`config.mk`:
```
export PLATFORM = sky130hd
export DESIGN_NAME = fp_result_collector
export DESIGN_NICKNAME = d
export VERILOG_FILES = /design/src/rtl/fp_result_collector.sv
export SDC_FILE = /design/constraint.sdc
export NUM_CORES = 1
export LEC_CHECK = 0
export BUFFER_PORTS_ARGS = -buffer_cell sky130_fd_sc_hd__buf_2
export CORE_ASPECT_RATIO = 1.75
export CORE_MARGIN = 5
export CORE_UTILIZATION = 45
export CTS_BUF_LIST = sky130_fd_sc_hd__clkbuf_4 sky130_fd_sc_hd__clkbuf_8 sky130_fd_sc_hd__clkbuf_16
export DETAILED_ROUTE_END_ITERATION = 8
export PLACE_DENSITY = 0.6
export SLEW_MARGIN = 25
export SYNTH_ARGS = -nofsm -noshare
export SYNTH_HDL_FRONTEND = slang
export SYNTH_SLANG_ARGS = --single-unit
```
`constraint.sdc`:
```
create_clock -name clkIn -period 6.8 [get_ports clkIn]
set_input_delay 0.68 -clock clkIn [delete_from_list [all_inputs] [get_ports clkIn]]
set_output_delay 0.68 -clock clkIn [all_outputs]
set_load 0.02 [all_outputs]
```
`src/rtl/fp_result_collector.sv`:
```
// First-word-fall-through result FIFO on the floating_point_add output stream.
// Optional NaN flag on the head entry: define FP_COLLECT_NAN_DETECT_EN.
module fp_result_collector #(
  parameter int DATA_WIDTH = 32,
  parameter int DEPTH      = 16,
  parameter int ADDR_WIDTH = 4
) (
  input  logic                  clkIn,
  input  logic                  rstIn,
  input  logic                  validIn,
  input  logic [DATA_WIDTH-1:0] dataIn,
  input  logic                  readIn,
  input  logic                  clearIn,
  output logic [DATA_WIDTH-1:0] dataOut,
  output logic                  validOut,
  output logic [ADDR_WIDTH:0]   countOut,
  output logic                  fullOut,
  output logic                  overflowOut,
  output logic                  nanOut
);

  localparam logic [ADDR_WIDTH:0] FULL_COUNT =
    (ADDR_WIDTH+1)'(DEPTH);

  logic [DATA_WIDTH-1:0] mem [DEPTH];
  logic [ADDR_WIDTH:0]   wr_ptr;
  logic [ADDR_WIDTH:0]   rd_ptr;
  logic                  push;
  logic                  pop;

  // A pop frees a slot in the same cycle, so a full FIFO can still accept.
  assign pop  = readIn & validOut;
  assign push = validIn & (~fullOut | pop);

  assign countOut = wr_ptr - rd_ptr;
  assign fullOut  = (countOut == FULL_COUNT);
  assign validOut = (wr_ptr != rd_ptr);
  assign dataOut  = mem[rd_ptr[ADDR_WIDTH-1:0]];

  always_ff @(posedge clkIn or negedge rstIn) begin
    if (!rstIn) begin
      wr_ptr      <= '0;
      rd_ptr      <= '0;
      overflowOut <= 1'b0;
    end else if (clearIn) begin
      wr_ptr      <= '0;
      rd_ptr      <= '0;
      overflowOut <= 1'b0;
    end else begin
      if (push)
        wr_ptr <= wr_ptr + 1'b1;
      if (pop)
        rd_ptr <= rd_ptr + 1'b1;
      if (validIn & fullOut & ~pop)
        overflowOut <= 1'b1;
    end
  end

  always_ff @(posedge clkIn) begin
    if (push & ~clearIn)
      mem[wr_ptr[ADDR_WIDTH-1:0]] <= dataIn;
  end

`ifdef FP_COLLECT_NAN_DETECT_EN
  assign nanOut = validOut
                & (dataOut[30:23] == 8'hFF)
                & (dataOut[22:0] != 23'd0);
`else
  assign nanOut = 1'b0;
`endif

endmodule

```
==> results.cfg <==
[run_status]
status = complete, no violations

[place]
io_buffer_count = 76
hpwl_mm = 23.7
place.gp.congestion = 0.774
placed_cells = 1464

[critical_path]
crit_cells = 5
critPathSlowestCell = buf_4
reg2regPathDepth = 9
cpPeakStageDelay_ns = 0.76
crit_fanout = 52
r2r_start = rd_ptr[0]$_DFFE_PN0P_
cp_cell_sequence = buf_4, buf_4, mux4_2, mux4_2, buf_2
endpoint = dataOut[27]
cp.arrival_ns = 4.04
r2r_setup_slack_ns = 2.79
critPathCaptureType = output pin
crit_family = buffers and inverters
r2r-end = mem[9][6]$_DFFE_PP_
start_kind = flip-flop
worstPathRequired_ns = 6.12
crit_buf_inv = 3
setup.worst_path.class = reg -> out
critPathLaunch = rd_ptr[1]$_DFFE_PN0P_

[synthesis]
synth_warnings = 0
synth_async_sr_flop_share = 0.0210
ys_types = 40
netlist_area_um2 = 20200
synthCells = 839
synth_mux_area_frac = 0.180
yosys_register_bits = 523
syn_nets = 886
synth_fa_ha_area_frac = 0.00657
synthFlopType = edfxtp_1
synth-edff-count = 512
synth-seq-area-share = 0.775
synth_area_per_cell_um2 = 24.1
synth_xor_area_frac = 0.00260
synth-simple-area-share = 0.0146
synth_top_family_by_area = multiplexers
synth-compound-area-share = 0.00799

[clock_tree]
cts_max_level = 2
clk_pin_slew_ns = 0.06
root_buffer = clkbuf_16
cts.sinks = 523
cts_tree = yes
clk_path_buf_depth = 3
numCtsBuffers = 48
cts_resized = 0
clock_latency_ns = 0.56

[cells_and_area]
final_cell_mix = edfxtp_1, mux4_2, buf_2
drive_gt1_frac = 0.364
n_antenna_cell = 0
final_common_cell = edfxtp_1
fin_cells = 1550
syn_to_final_growth_pct = 13.7
finish.net_count = 990

[worst_hold_path]
hp-start = clearIn
holdPathStages = 2
hold_path_class = in -> reg

[timing]
tns_ns = 0
period_share = 0.695
fin_hold_ws_ns = 0.477
finClkSkew_ns = 0.0183
hold_viol_final = 0
worstMarginPinSlew_ns = 1.05
clock.fmax_ghz = 0.212
fin_crit_ns = 4.72
setup_violations = 0
maxSlewViolCount = 0
rsz0062_at_grt = no
relSlewSlack = 0.299

[floorplanning]
dieArea_um2 = 49400
core-area_um2 = 44400
die_h_um = 290
rows = 102
die_w_um = 170
io_pins = 78
initial_core_util = 0.455

[routing]
drt_iter0_markers = 708
vias_per_cell = 5.79
dr.pass1.iters = 5
post-route-drc-count = 0
ant_nets = 0
avgRoutedWirePerCell_um = 27.8
vias = 8974
wl_mm = 43.0

[global_route]
grt_max_degree = 109
overflow = 0
grt_usage = 0.176
grt_pass1_wl_mm = 64.5
antenna_found_initial = 1
grt_pass1_vias = 9729

[pwr]
ir_drop_mv = 0.309
p_leak_nw = 7.13
power_density_nw_per_um2 = 338

[flow_run]
drv_cap = 0
==> Yosys cell counts, types with 2 or more instances <==
cell	count	share of area
a211o_2	2	0.00099
a21o_1	2	0.00074
a21oi_1	7	0.0017
a41oi_1	2	0.00087
and2_1	2	0.00062
and3_1	2	0.00062
buf_1	8	0.0015
buf_2	4	0.00099
buf_4	12	0.0045
clkbuf_1	18	0.0033
dfrtp_1	11	0.014
edfxtp_1	512	0.76
ha_1	9	0.0056
inv_1	8	0.0015
inv_2	2	0.00037
mux2i_1	4	0.0020
mux4_2	160	0.18
nand2_1	16	0.0030
nand3_1	3	0.00074
nand4_1	4	0.0012
nor2_1	23	0.0043
nor4_1	5	0.0015
o211ai_1	2	0.00074
xnor2_1	3	0.0013
xor2_1	3	0.0013
==> worst register-to-register path, cell delays in order, from the launching register on <==
cell       delay [ns]
dfrtp_4          0.78
ha_1             0.29
inv_1            0.06
fa_1             0.41
xor2_1           0.17
or3_1            0.36
a2111oi_4        0.78
a211o_2          0.38
nor2_4           0.14
buf_4            0.34
==> sequential cells by signal, summed over array words and instances (netlist names) <==
register,count
rd_ptr,5
overflowOut,1
mem,512
wr_ptr,5
==> cell type report <==
cell class | count | area (um^2)
Sequential cell | 523 | 15700
Clock buffer | 56 | 1280
Timing Repair Buffer | 97 | 553
Multi-Input combinational cell | 263 | 4400
Inverter | 10 | 37.5
Clock inverter | 29 | 309
Tap cell | 572 | 716
Fill cell | 3475 | 21500
==> routing by layer <==
| layer | wire length [um] | GRT usage | vias to the layer above |
|---|---|---|---|
| li1 | - | - | 3794 |
| met2 | 24100 | 0.320 | 224 |
| met3 | 1960 | 0.0287 | 65 |
| met5 | 11 | 0 | - |
| met1 | 15900 | 0.218 | 4889 |
| met4 | 1040 | 0.0478 | 2 |
==> cells by family (layout without fill, tap and decap cells) <==
kind of cell	count (synthesis)	after routing
DFF	523	523
muxes	164	164
and+or+nand+nor	62	62
buffers and inverters	53	192
AOI/OAI and AO/OA	20	20
adders and majority gates	10	10
xor gates and xnor gates	6	6
other	1	1
==> power by group <==
part	switching (W)	internal, W	leakage, nW
sequential	0.0000777	0.00364	4.76
clock	0.00114	0.00158	0.782
combinational	0.000724	0.000605	1.59
==> stage by stage <==
step	util	power, W	instance area [um^2]	worst slack (ns)
floorplan	-	0.00473	20200	0.820
global placement	0.481	0.00515	21400	2.52
detailed placement	0.481	0.00516	21400	2.61
CTS	0.517	0.00787	23000	1.98
global route	0.517	0.00806	23000	1.88
finish	0.517	0.00776	23000	2.08
==> timing repair <==
item                      4_1_cts  5_1_grt
hold buffers                    1        0
buffers inserted                0        0
hold endpoints to repair       11        0
==> worst min-delay path by stage <==
stage | endpoint | slack (ns)
3_5_place_dp | overflowOut$_DFFE_PN0P_ | 0.53
4_1_cts | rd_ptr[0]$_DFFE_PN0P_ | 0.45
6_report | rd_ptr[0]$_DFFE_PN0P_ | 0.48
5_1_grt | rd_ptr[3]$_DFFE_PN0P_ | 0.47
3_3_place_gp | overflowOut$_DFFE_PN0P_ | 0.55
2_1_floorplan | overflowOut$_DFFE_PN0P_ | 0.38
Power figures use the tool's default switching activity.
